===== config.mk =====
export PLATFORM = sky130hd
export DESIGN_NAME = wc_io_gearbox
export DESIGN_NICKNAME = d
export VERILOG_FILES = /design/src/rtl/wc_pkg.sv /design/src/rtl/wc_ser.sv /design/src/rtl/wc_io_gearbox.sv
export SDC_FILE = /design/constraint.sdc
export NUM_CORES = 1
export LEC_CHECK = 0
export BUFFER_PORTS_ARGS = -buffer_cell sky130_fd_sc_hd__buf_2
export CAP_MARGIN = 20
export CELL_PAD_IN_SITES_DETAIL_PLACEMENT = 1
export CELL_PAD_IN_SITES_GLOBAL_PLACEMENT = 1
export CORE_MARGIN = 3
export CORE_UTILIZATION = 42
export DETAILED_ROUTE_END_ITERATION = 12
export GPL_TIMING_DRIVEN = 0
export PLACE_DENSITY_LB_ADDON = 0.15
export SYNTH_ARGS = -nofsm -noshare
export SYNTH_HDL_FRONTEND = slang
export SYNTH_SLANG_ARGS = --single-unit

===== constraint.sdc =====
create_clock -name clk_i -period 4.9 [get_ports clk_i]
set_input_delay 0.98 -clock clk_i [delete_from_list [all_inputs] [get_ports clk_i]]
set_output_delay 0.98 -clock clk_i [all_outputs]
set_load 0.02 [all_outputs]

===== src/rtl/wc_pkg.sv =====
// rtl/wc_pkg.sv - shared defaults, FSM state types and counter-width helper for the WC I/O gearbox
package wc_pkg;

  localparam int WC_DW    = 10;
  localparam int WC_N_IN  = 5;
  localparam int WC_N_OUT = 3;

  typedef enum logic {FILL, HOLD} in_state_t;
  typedef enum logic {IDLE, SEND} out_state_t;

  // Element counters index 0..n-1; a single-slot vector still needs one bit.
  function automatic int cnt_w(input int n);
    return (n > 1) ? $clog2(n) : 1;
  endfunction

endpackage


===== src/rtl/wc_ser.sv =====
// rtl/wc_ser.sv - generic parallel-to-serial stage: captures an N-element vector, streams it out one element per beat
module wc_ser
  import wc_pkg::*;
#(
  parameter int DW = WC_DW,
  parameter int N  = WC_N_OUT
) (
  input  logic            clk_i,
  input  logic            rst_ni,
  input  logic [DW*N-1:0] par_data_i,
  input  logic            par_vld_i,
  output logic            par_rdy_o,
  output logic [DW-1:0]   m_tdata_o,
  output logic            m_tvalid_o,
  input  logic            m_tready_i
);

  localparam int CW = cnt_w(N);

  out_state_t      state_q, state_d;
  logic [CW-1:0]   cnt_q, cnt_d;
  logic [DW*N-1:0] shadow_q, shadow_d;

  always_ff @(posedge clk_i or negedge rst_ni) begin
    if (!rst_ni) begin
      state_q  <= IDLE;
      cnt_q    <= '0;
      shadow_q <= '0;
    end else begin
      state_q  <= state_d;
      cnt_q    <= cnt_d;
      shadow_q <= shadow_d;
    end
  end

  always_comb begin
    state_d    = state_q;
    cnt_d      = cnt_q;
    shadow_d   = shadow_q;
    par_rdy_o  = (state_q == IDLE);
    m_tvalid_o = (state_q == SEND);
    m_tdata_o  = '0;

    case (state_q)
      IDLE: begin
        if (par_vld_i) begin
          shadow_d = par_data_i;
          cnt_d    = '0;
          state_d  = SEND;
        end
      end
      SEND: begin
        // The shadow copy frees the core immediately; data only moves on a handshake.
        m_tdata_o = shadow_q[cnt_q*DW +: DW];
        if (m_tready_i) begin
          if (cnt_q == CW'(N - 1)) begin
            cnt_d   = '0;
            state_d = IDLE;
          end else begin
            cnt_d = cnt_q + 1'b1;
          end
        end
      end
      default: state_d = IDLE;
    endcase
  end

endmodule


===== src/rtl/wc_io_gearbox.sv =====
// rtl/wc_io_gearbox.sv - pad-side gearbox: assembles operand vectors from a DW lane, serialises result vectors back out
module wc_io_gearbox
  import wc_pkg::*;
#(
  parameter int DW    = WC_DW,
  parameter int N_IN  = WC_N_IN,
  parameter int N_OUT = WC_N_OUT
) (
  input  logic                clk_i,
  input  logic                rst_ni,
  input  logic [DW-1:0]       in_data_i,
  input  logic                in_sof_i,
  input  logic                in_valid_i,
  output logic                in_ready_o,
  output logic [DW*N_IN-1:0]  d_vec_o,
  output logic                d_vld_o,
  input  logic                d_rdy_i,
  input  logic [DW*N_OUT-1:0] z_vec_i,
  input  logic                z_vld_i,
  output logic                z_rdy_o,
  output logic [DW-1:0]       out_data_o,
  output logic                out_valid_o,
  input  logic                out_ready_i,
  output logic                sync_err_o
);

  localparam int CIW = cnt_w(N_IN);

  in_state_t          in_state_q, in_state_d;
  logic [CIW-1:0]     cnt_in_q, cnt_in_d;
  logic [CIW-1:0]     slot;
  logic [DW*N_IN-1:0] d_vec_q, d_vec_d;
  logic               sync_err_q, sync_err_d;

  always_ff @(posedge clk_i or negedge rst_ni) begin
    if (!rst_ni) begin
      in_state_q <= FILL;
      cnt_in_q   <= '0;
      d_vec_q    <= '0;
      sync_err_q <= 1'b0;
    end else begin
      in_state_q <= in_state_d;
      cnt_in_q   <= cnt_in_d;
      d_vec_q    <= d_vec_d;
      sync_err_q <= sync_err_d;
    end
  end

  always_comb begin
    in_state_d = in_state_q;
    cnt_in_d   = cnt_in_q;
    d_vec_d    = d_vec_q;
    sync_err_d = sync_err_q;
    in_ready_o = (in_state_q == FILL);
    d_vld_o    = (in_state_q == HOLD);
    // A start-of-frame resynchronises to slot 0 and abandons any partial vector.
    slot       = in_sof_i ? '0 : cnt_in_q;

    case (in_state_q)
      FILL: begin
        if (in_valid_i) begin
          d_vec_d[slot*DW +: DW] = in_data_i;
          if (in_sof_i && (cnt_in_q != '0)) sync_err_d = 1'b1;
          if (slot == CIW'(N_IN - 1)) begin
            cnt_in_d   = '0;
            in_state_d = HOLD;
          end else begin
            cnt_in_d = slot + 1'b1;
          end
        end
      end
      HOLD: begin
        if (d_rdy_i) begin
          cnt_in_d   = '0;
          in_state_d = FILL;
        end
      end
      default: in_state_d = FILL;
    endcase
  end

  assign d_vec_o    = d_vec_q;
  assign sync_err_o = sync_err_q;

  wc_ser #(
    .DW (DW),
    .N  (N_OUT)
  ) u_ser (
    .clk_i      (clk_i),
    .rst_ni     (rst_ni),
    .par_data_i (z_vec_i),
    .par_vld_i  (z_vld_i),
    .par_rdy_o  (z_rdy_o),
    .m_tdata_o  (out_data_o),
    .m_tvalid_o (out_valid_o),
    .m_tready_i (out_ready_i)
  );

endmodule


==> impl_metrics.py, run 1 <==
metrics = {
    "status": {
        "status": "complete, no violations",
    },
    "timing": {
        "final_max_slew_viol_count": 0,
        "setup_slack_ns": 0.367,
        "min_period_over_period_pct": 92.5,
        "rsz0062_at_grt": "false",
        "skew_ns": 0.00650,
        "hold_violations": 0,
        "setup_viol": 0,
        "post-route-min-period_ns": 4.53,
        "slew_headroom_pct": 43.5,
        "max_freq_mhz": 221,
        "worst_pin_slew_ns": 0.842,
    },
    "logic_synthesis": {
        "syn-num-nets": 535,
        "ys_ff_latch": 88,
        "synth_edf_count": 0,
        "synth_xor_area_share_pct": 1.54,
        "synthFlopType": "dfrtp_1",
        "synth_top_area_share_pct": 43.7,
        "synth_compound_area_share_pct": 13.6,
        "yosys.area_share.simple_pct": 13.5,
        "ys_seq_area_share_pct": 43.7,
        "yosysTopAreaCell": "dfrtp_1",
        "syn-cell-area_mm2": 0.00504,
        "synth_fa_ha_area_share_pct": 1.49,
        "netlist_top_cells_count": "dfrtp_1 (88), mux2_2 (80), nand2_1 (34), nor2_1 (34)",
        "syn-instance-count": 482,
        "synth_top_family_by_area": "multiplexers",
        "netlist_top_cells_area": "dfrtp_1 (44%), mux2_2 (18%), mux2i_1 (4.0%)",
        "ys_types": 59,
        "yosys.cell_count.top_type": "dfrtp_1",
        "syn_avg_cell_area_um2": 10.5,
        "async_flop_share_pct": 100,
        "synth_mux_area_share_pct": 22.1,
        "yosysWarningCount": 0,
    },
    "route": {
        "drc_errors": 0,
        "drt_iter0_markers": 220,
        "dr.pass1.iters": 4,
        "drt-total-wl_um": 15400,
        "wire_per_inst_um": 20.4,
        "drtAntennaViolNets": 0,
        "vias": 4359,
        "routed_via_density": 5.79,
    },
    "floorplanning": {
        "start_util_pct": 43.6,
        "rows": 39,
        "core_mm2": 0.0116,
        "die_height_um": 116,
        "ios": 112,
        "fp.dieW_um": 116,
        "die_area_mm2": 0.0134,
    },
    "grt": {
        "overflow": 0,
        "track_usage_pct": 23.6,
        "grt_first_pass_wirelength_um": 24400,
        "grt_pass1_vias": 4551,
        "use_met1_pct": 32.4,
        "busiest_layer": "met2",
        "use_met3_pct": 4.70,
        "met2_usage_pct": 37.3,
        "antenna_found_initial": 0,
        "grt_max_degree": 59,
    },
    "critical_path": {
        "r2r_start": "cnt_in_q[0]",
        "cp.required_ns": 5.14,
        "critPathLaunch": "in_sof_i",
        "regToRegSetupSlack_ns": 0.78,
        "arrival_ns": 4.77,
        "cp-start-kind": "primary input",
        "endpoint_kind": "register",
        "crit_type": "primary input to register",
        "critPathMaxFanout": 11,
    },
    "clocking": {
        "cts_root_buf": "clkbuf_16",
        "clock_latency_ns": 0.36,
        "cts_max_level": 3,
        "clockBufferDepth": 2,
        "path_clk_slew_ns": 0.07,
        "cts_tree": "yes",
        "cts.sinks": 88,
        "cts_setup_buffers": 0,
        "cts-buffers-inserted": 9,
    },
    "power_and_ir_drop": {
        "p_leak_nw": 2.90,
        "p_clk_share_pct": 22.5,
        "vdd_drop_max_mv": 0.291,
        "p_sw_w": 0.00129,
        "netSwitchingFraction_pct": 40.6,
        "p_int_w": 0.00189,
        "p_seq_share_pct": 33.7,
        "comb_power_share_pct": 43.8,
        "powerDensity_mw_per_mm2": 521,
    },
    "placement": {
        "hpwl_um": 11700,
        "place_congestion": 0.926,
        "placed_area_mm2": 0.00581,
        "preCtsSetupSlack_ns": -0.103,
        "portBuffers": 111,
    },
    "finish": {
        "drive_gt1_share_pct": 39.2,
        "nNetsFinal": 658,
        "final_area_mm2": 0.00611,
        "n_antenna_cell": 0,
        "nFillCells": 1323,
        "area_delta_synth_final_pct": 21.2,
    },
    "job": {
        "drv_cap": 0,
    },
    "hold_path": {
        "hold_class": "register to register",
        "hold_path.startpoint": "sync_err_o",
    },
}
worst paths after layout:
check	to	cells after the start
worst min register to register	sync_err_o	1
max in group asynchronous	d_vec_o[34]	2
worst max-delay path	d_vec_o[37]	13
worst min-delay path	sync_err_o	1
min in group asynchronous	cnt_in_q[2]	1
worst max register to register	d_vec_o[37]	11
per-layer routing:
layer,vias up,part of all wire (%),wire length [um]
met5,-,0,0
met2,95,48,7400
met4,0,1.7,258
met3,19,4.5,685
met1,2226,46,7050
li1,2019,-,-
worst max-delay path: stages:
cell,delay (ns)
buf_2,0.13
buf_2,0.19
nor2b_1,0.17
buf_2,0.24
buf_2,0.32
and2_1,0.17
ha_1,0.33
nor2b_1,0.35
o21ai_2,0.15
xnor2_1,0.59
nand3_2,0.37
a211oi_2,0.40
mux2_2,0.38
through the flow:
step | total power, W | setup TNS [ns] | cells | util [%] | hold slack (ns)
floorplan | 0.00202 | 0 | 482 | - | 0.475
global placement | 0.00242 | -0.247 | 736 | 50.0 | 0.447
detailed placement | 0.00248 | -0.589 | 737 | 50.2 | 0.463
CTS | 0.00321 | 0 | 753 | 52.8 | 0.478
global route | 0.00338 | 0 | 753 | 52.9 | 0.488
finish | 0.00318 | 0 | 753 | 52.9 | 0.470
logic make-up after synthesis:
kind of cell / count (synthesis)
AOI/OAI and AO/OA: 100
DFF: 88
muxes: 101
xor gates and xnor gates: 5
adders and majority gates: 6
buffers and inverters: 44
and+or+nand+nor: 138
power by group through the flow:
stage / sequential [W] / combinational (W) / clock [W]
2_1_floorplan: 0.00116 / 0.000863 / 0
3_3_place_gp: 0.00107 / 0.00135 / 0
3_5_place_dp: 0.00109 / 0.00139 / 0
4_1_cts: 0.00108 / 0.00140 / 0.000732
5_1_grt: 0.00110 / 0.00152 / 0.000758
6_report: 0.00107 / 0.00139 / 0.000715
state kept, by name, indices dropped and copies added (netlist names):
signal and count:
d_vec_o 50, d_vld_o 1, sync_err_o 1, u_ser.m_tvalid_o 1, u_ser.shadow_q 30, cnt_in_q 3, u_ser.cnt_q 2
placed cells by master (no fill, tap or decap), types with 3 or more instances in the layout:
cell type	synthesis	final
nand3_1	27	27
ha_1	6	6
nand4_1	8	8
a31oi_1	4	4
and3_1	3	3
o21ai_0	15	15
a41o_1	3	3
dfrtp_1	88	88
o31ai_1	5	5
o22ai_1	20	20
buf_4	3	4
mux2i_1	20	20
inv_1	15	15
clkbuf_16	0	9
buf_6	3	3
nor2_1	34	34
nor3_1	10	10
clkbuf_1	14	13
buf_2	8	118
mux2_2	80	80
a21oi_1	27	27
nor2b_1	6	6
nand2_1	34	34
what timing repair did:
item	CTS	global route
setup endpoints to repair	0	10
gates resized for setup	0	2
hold buffers	0	0
area by class of cell:
class / instances / area [um^2] / area share [%]
well taps: 143 / 179 / 2.93
inverters: 15 / 56.3 / 0.921
repair buffers: 112 / 586 / 9.58
flip-flops and latches: 88 / 2200 / 36.0
clock inverters: 7 / 78.8 / 1.29
multi-input cells: 350 / 2630 / 43.1
plain buffers: 29 / 154 / 2.52
clock buffers: 9 / 225 / 3.68
Note: power is estimated with default switching activity, not from simulation.
==> inputs of run 2 (changes only) <==
--- a/config.mk
+++ b/config.mk
@@ -10,7 +10,7 @@
 export CELL_PAD_IN_SITES_DETAIL_PLACEMENT = 1
 export CELL_PAD_IN_SITES_GLOBAL_PLACEMENT = 1
 export CORE_MARGIN = 3
-export CORE_UTILIZATION = 42
+export CORE_UTILIZATION = 46
 export DETAILED_ROUTE_END_ITERATION = 12
 export GPL_TIMING_DRIVEN = 0
 export PLACE_DENSITY_LB_ADDON = 0.15
==> constraint.sdc (replaced) <==
create_clock -name clk_i -period 5.32 [get_ports clk_i]
set_input_delay 1.064 -clock clk_i [delete_from_list [all_inputs] [get_ports clk_i]]
set_output_delay 1.064 -clock clk_i [all_outputs]
set_load 0.02 [all_outputs]
==> run 2 against run 1 <==
Critical path depth is 4 higher. Die area fell by 8.3%. Register-to-register slack gained 0.19 ns. Cell count down 0.93%. Total power down 14%. Combinational power shrank 8%. Flip-flop and latch count did not move. Non-clock buffer count unchanged. Hold slack improved by 0.0022 ns. Routed wire length about the same. Global-route usage increased by 1.6 points. Critical path type unchanged. Critical endpoint is now d_vec_o[33]. Largest cell class unchanged.
==> impl_metrics.py, run 2 (synthesized netlist as in run 1, its figures left out) <==
metrics = {
    "clocking": {
        "cts_resized": 0,
        "cts-buffers-inserted": 9,
        "clockBufferDepth": 2,
        "clock_latency_ns": 0.37,
        "ctsHoldBuffers": 0,
        "path_clk_slew_ns": 0.09,
        "cts_setup_buffers": 0,
        "cts.sinks": 88,
        "cts_root_buf": "clkbuf_8",
        "cts_tree": "yes",
        "cts_max_level": 3,
    },
    "critical_path": {
        "cpPeakStageDelay_ns": 0.41,
        "crit_family": "buffers and inverters",
        "path_buf_inv": 7,
        "critical_path.slowest_cell": "clkbuf_1",
        "path_cells": "buf_2 -> buf_2 -> nor2b_1 -> buf_2 -> buf_2 -> and2_1 -> ha_1 -> ha_1 -> nor3_1 -> ha_1 -> clkbuf_1 -> inv_1 -> nor2_1 -> clkbuf_1 -> nand3_1 -> nor2_1 -> mux2_2",
        "endpoint_kind": "register",
        "regToRegSetupSlack_ns": 0.97,
        "arrival_ns": 5.10,
        "critPathMaxFanout": 11,
        "cp.required_ns": 5.58,
        "crit_top_cell": "buf_2",
        "cp-start-kind": "primary input",
        "crit_type": "primary input to register",
    },
    "placement": {
        "portBuffers": 111,
        "preCtsSetupSlack_ns": 0.202,
        "dp.cells": 730,
        "hpwl_um": 11900,
        "place_congestion": 0.926,
        "placed_area_mm2": 0.00580,
    },
    "timing": {
        "min_period_over_period_pct": 91.0,
        "worst_pin_slew_ns": 0.840,
        "setup_viol": 0,
        "slew_headroom_pct": 43.6,
        "final_max_slew_viol_count": 0,
        "setup_tns_ns": 0,
        "skew_ns": 0.0129,
        "rsz0062_at_grt": "false",
        "max_freq_mhz": 206,
        "setup_slack_ns": 0.477,
        "post-route-min-period_ns": 4.84,
        "hold_violations": 0,
    },
    "power_and_ir_drop": {
        "powerDensity_mw_per_mm2": 456,
        "vdd_drop_max_mv": 0.238,
        "p_sw_w": 0.00116,
        "netSwitchingFraction_pct": 42.4,
        "p_leak_nw": 2.84,
        "p_clk_share_pct": 16.7,
        "p_seq_share_pct": 36.3,
        "p_int_w": 0.00157,
        "comb_power_share_pct": 47.0,
    },
    "finish": {
        "mostFrequentLayoutCell": "buf_2",
        "nNetsFinal": 658,
        "fin_cells": 746,
        "n_antenna_cell": 0,
        "final_area_mm2": 0.00598,
        "largest_reg_flops": 50,
        "drive_gt1_share_pct": 38.7,
        "nFillCells": 1223,
        "area_delta_synth_final_pct": 18.6,
        "layout_common_cells": "buf_2 (118), dfrtp_1 (88), mux2_2 (80)",
    },
    "hold_path": {
        "hold_class": "register to register",
    },
    "route": {
        "dr.pass1.iters": 5,
        "drt_iter0_markers": 241,
        "top_layer_used": "met4",
        "drt-total-wl_um": 15400,
        "wire_per_inst_um": 20.6,
        "met3_length_um": 1130,
        "routed_via_density": 5.87,
        "drtAntennaViolNets": 0,
        "met1_length_um": 6560,
        "dr_wl_met2_um": 7460,
        "drc_errors": 0,
        "vias": 4380,
    },
    "grt": {
        "track_usage_pct": 25.2,
        "grt_first_pass_wirelength_um": 25000,
        "antenna_found_initial": 0,
        "grt_max_degree": 65,
        "overflow": 0,
        "grt_pass1_vias": 4746,
    },
    "floorplanning": {
        "rows": 37,
        "die_height_um": 111,
        "die_area_mm2": 0.0123,
        "core_mm2": 0.0105,
        "ios": 112,
        "fp.dieW_um": 111,
        "start_util_pct": 48.0,
    },
    "job": {
        "drv_cap": 0,
    },
    "status": {
        "status": "complete, no violations",
    },
}
run 2: cell types whose count changed in the layout (fill, tap and decap cells not counted), sizes merged:
cell,delta
clkinvlp,-1
bufinv,-1
inv,-1
clkbuf,+4
clkinv,-1
run 2: power groups by stage:
stage	logic (W)	clock network [W]	registers [W]
after floorplan	0.000795	0	0.00107
after global placement	0.00124	0	0.000984
after global routing	0.00140	0.000496	0.00102
after detailed placement	0.00128	0	0.00100
final	0.00128	0.000454	0.000989
after CTS	0.00129	0.000459	0.000991
run 2: area by class of cell:
class	instances	area [um^2]	area share, %
clock inverters	3	25.0	0.418
inverters	15	56.3	0.941
multi-input cells	350	2630	44.0
clock buffers	13	159	2.66
repair buffers	112	586	9.79
well taps	136	170	2.84
flip-flops and latches	88	2200	36.8
plain buffers	29	153	2.55
run 2: layer usage:
| layer | track usage, % | vias to the layer above |
|---|---|---|
| li1 | - | 2006 |
| met1 | 33.5 | 2205 |
| met2 | 41.5 | 143 |
| met3 | 6.44 | 26 |
| met4 | 5.91 | 0 |
| met5 | 0 | - |
run 2: worst paths after layout:
check / from / endpoint / cells after the start
min reg2reg: sync_err_o / sync_err_o / 1
min: sync_err_o / sync_err_o / 1
max in group asynchronous: rst_ni / u_ser.shadow_q[2] / 2
max reg2reg: cnt_in_q[0] / d_vec_o[33] / 15
max: in_sof_i / d_vec_o[33] / 17
min in group asynchronous: rst_ni / cnt_in_q[0] / 1
run 2: per-stage QoR:
stage | hold slack, ns | total power [W] | utilization [%]
detailed placement | 0.460 | 0.00228 | 55.2
finish | 0.473 | 0.00273 | 56.9
floorplan | 0.475 | 0.00186 | -
global route | 0.499 | 0.00291 | 56.9
global placement | 0.448 | 0.00222 | 54.9
CTS | 0.481 | 0.00274 | 56.9
==> inputs of run 3 (changes only) <==
--- a/config.mk
+++ b/config.mk
@@ -10,10 +10,11 @@
 export CELL_PAD_IN_SITES_DETAIL_PLACEMENT = 1
 export CELL_PAD_IN_SITES_GLOBAL_PLACEMENT = 1
 export CORE_MARGIN = 3
-export CORE_UTILIZATION = 46
+export CORE_UTILIZATION = 47
 export DETAILED_ROUTE_END_ITERATION = 12
 export GPL_TIMING_DRIVEN = 0
 export PLACE_DENSITY_LB_ADDON = 0.15
 export SYNTH_ARGS = -nofsm -noshare
 export SYNTH_HDL_FRONTEND = slang
+export SYNTH_HIERARCHICAL = 1
 export SYNTH_SLANG_ARGS = --single-unit
==> run 3 against run 2 <==
Critical endpoint is now d_vec_o[12]. Synthesized cell count is 0.41% lower. Die area is 3.1% higher. Via count hardly changed. Combinational power is 3% higher. Clock power is 45% higher. First-iteration DRC count is 19% lower. Clock skew is 0.0052 ns lower. Non-clock buffer count is 3 lower. Hold slack worse by 0.0010 ns.
==> impl_metrics.py, run 3 <==
metrics = {
    "critical_path": {
        "r2r_start": "cnt_in_q[0]",
        "arrival_ns": 4.45,
        "endpoint_kind": "register",
        "cp.required_ns": 5.55,
        "r2r_end": "d_vec_o[12]",
        "ff2ff_path_depth": 15,
        "path_buf_inv": 4,
        "path_cells": "buf_2 -> inv_1 -> nand2_1 -> inv_1 -> ha_1 -> buf_2 -> xnor2_1 -> nor3_1 -> ha_1 -> nand3b_1 -> nor2_1 -> mux2i_4 -> nor2_1 -> and4_1 -> mux2_2",
        "crit_type": "primary input to register",
        "critPathMaxFanout": 10,
        "critical_path.slowest_cell": "ha_1",
        "crit_family": "simple AND/OR/NAND/NOR gates",
        "regToRegSetupSlack_ns": 1.57,
        "cp-start-kind": "primary input",
        "cpPeakStageDelay_ns": 0.40,
    },
    "floorplanning": {
        "core_mm2": 0.0109,
        "start_util_pct": 48.6,
        "die_height_um": 112,
        "die_area_mm2": 0.0126,
        "fp.dieW_um": 112,
        "rows": 38,
        "ios": 112,
    },
    "finish": {
        "mostFrequentLayoutCell": "buf_2",
        "nNetsFinal": 654,
        "area_delta_synth_final_pct": 19.9,
        "drive_gt1_share_pct": 41.5,
        "layout_common_cells": "buf_2 (120), dfrtp_1 (88), mux2_2 (48)",
        "largest_reg_flops": 50,
        "fin_util_pct": 58.3,
        "n_antenna_cell": 0,
    },
    "clocking": {
        "cts.sinks": 88,
        "cts-buffers-inserted": 9,
        "clockBufferDepth": 2,
        "clock_latency_ns": 0.35,
        "cts_resized": 0,
        "cts_root_buf": "clkbuf_16",
        "cts_tree": "yes",
        "path_clk_slew_ns": 0.07,
        "cts_setup_buffers": 0,
        "ctsHoldBuffers": 0,
        "cts_max_level": 3,
    },
    "timing": {
        "min_period_over_period_pct": 79.3,
        "slew_headroom_pct": 38.5,
        "max_freq_mhz": 237,
        "skew_ns": 0.00770,
        "final_max_slew_viol_count": 0,
        "rsz0062_at_grt": "false",
        "setup_slack_ns": 1.10,
        "worst_pin_slew_ns": 0.919,
        "setup_tns_ns": 0,
        "hold_violations": 0,
        "hold_ws_ns": 0.472,
        "setup_viol": 0,
        "post-route-min-period_ns": 4.22,
    },
    "hold_path": {
        "hold_class": "register to register",
        "hold_path.startpoint": "sync_err_o",
        "hold_end": "sync_err_o",
        "min_path_cells": 1,
    },
    "route": {
        "dr.pass1.iters": 4,
        "wire_per_inst_um": 21.6,
        "drt_iter0_markers": 196,
        "drtAntennaViolNets": 0,
        "drc_errors": 0,
        "routed_via_density": 5.86,
        "drt-total-wl_um": 16200,
        "vias": 4381,
    },
    "power_and_ir_drop": {
        "total_power_w": 0.00295,
        "powerDensity_mw_per_mm2": 463,
        "vdd_drop_max_mv": 0.438,
        "p_leak_nw": 3.13,
    },
    "placement": {
        "place_congestion": 0.948,
        "portBuffers": 110,
        "preCtsSetupSlack_ns": 0.723,
        "hpwl_um": 12000,
    },
    "grt": {
        "grt_first_pass_wirelength_um": 26200,
        "busiest_layer": "met2",
        "use_met3_pct": 6.74,
        "overflow": 0,
        "grt_pass1_vias": 4807,
        "track_usage_pct": 26.3,
        "antenna_found_initial": 0,
        "grt_max_degree": 61,
        "met2_usage_pct": 47.0,
        "use_met1_pct": 30.7,
    },
    "logic_synthesis": {
        "synthFlopType": "dfrtp_1",
        "yosysWarningCount": 6,
        "ys_seq_area_share_pct": 41.4,
        "syn-cell-area_mm2": 0.00532,
        "ys_types": 69,
        "yosys.cell_count.top_type": "dfrtp_1",
        "synth_edf_count": 0,
        "netlist_top_cells_count": "dfrtp_1 (88), mux2_2 (48), nand2_1 (44), mux2_4 (30), o22ai_1 (25)",
        "async_flop_share_pct": 100,
        "syn-num-nets": 532,
        "yosysTopAreaCell": "dfrtp_1",
        "netlist_top_cells_area": "dfrtp_1 (41%), mux2_2 (10%), mux2_4 (8.5%)",
        "synth_top_area_share_pct": 41.4,
        "syn-instance-count": 480,
        "ys_ff_latch": 88,
        "syn_avg_cell_area_um2": 11.1,
    },
    "status": {
        "status": "complete, no violations",
    },
    "job": {
        "drv_cap": 0,
    },
}
==> run 3: cell types whose count changed after synthesis, moves of 10 or more <==
cell and change:
nor2_1 -12, nand3_1 -18, nand2_1 +10, clkbuf_1 -10
mux2_4 +30, mux2_2 -32, a21oi_1 -18
==> run 3: worst max path at each step <==
stage / startpoint / to / depth (start not counted)
6_report: in_sof_i / d_vec_o[12] / 15
5_1_grt: in_sof_i / d_vec_o[40] / 15
4_1_cts: in_sof_i / d_vec_o[41] / 15
3_5_place_dp: in_sof_i / d_vec_o[6] / 15
3_3_place_gp: in_sof_i / d_vec_o[41] / 15
2_1_floorplan: in_sof_i / d_vec_o[6] / 15
==> run 3: per-stage QoR <==
stage / cell area, um^2 / cells
after floorplan: 5320 / 480
after global placement: 6050 / 730
after detailed placement: 6080 / 731
after CTS: 6380 / 747
after global routing: 6380 / 747
final: 6380 / 747
==> run 3: power breakdown <==
part / switching (W) / total, W / leakage (nW) / internal (W)
Combinational: 0.000744 / 0.00132 / 1.84 / 0.000579
Clock: 0.000289 / 0.000657 / 0.146 / 0.000368
Sequential: 0.000116 / 0.000971 / 1.15 / 0.000855
Total: 0.00115 / 0.00295 / 3.13 / 0.00180
==> run 3: per-layer routing <==
layer  wire [um]  part of all wire, %
met1        6240                   39
met4         398                  2.5
met2        8340                   52
met5           0                    0
met3        1180                  7.3
==> run 3: logic make-up (layout without fill, tap and decap cells) <==
family	after synthesis	in the layout	share of synthesized area [%]
AO/OA/AOI/OAI	94	94	12.1
XOR/XNOR	8	8	1.74
adder cells (fa/ha/maj)	5	5	1.18
buffers and inverters	41	168	5.13
flip-flops	88	88	41.4
multiplexers	105	105	24.2
AND/OR/NAND/NOR	139	139	14.2
==> run 3: area by class of cell <==
type / count / area, um^2
buffer: 27 / 220
tap: 140 / 175
timing repair buffer: 111 / 581
sequential: 88 / 2200
clock buffer: 9 / 225
clock inverter: 7 / 77.6
inverter: 14 / 52.6
multi-input combinational: 351 / 2850
fill: 1261 / 4560
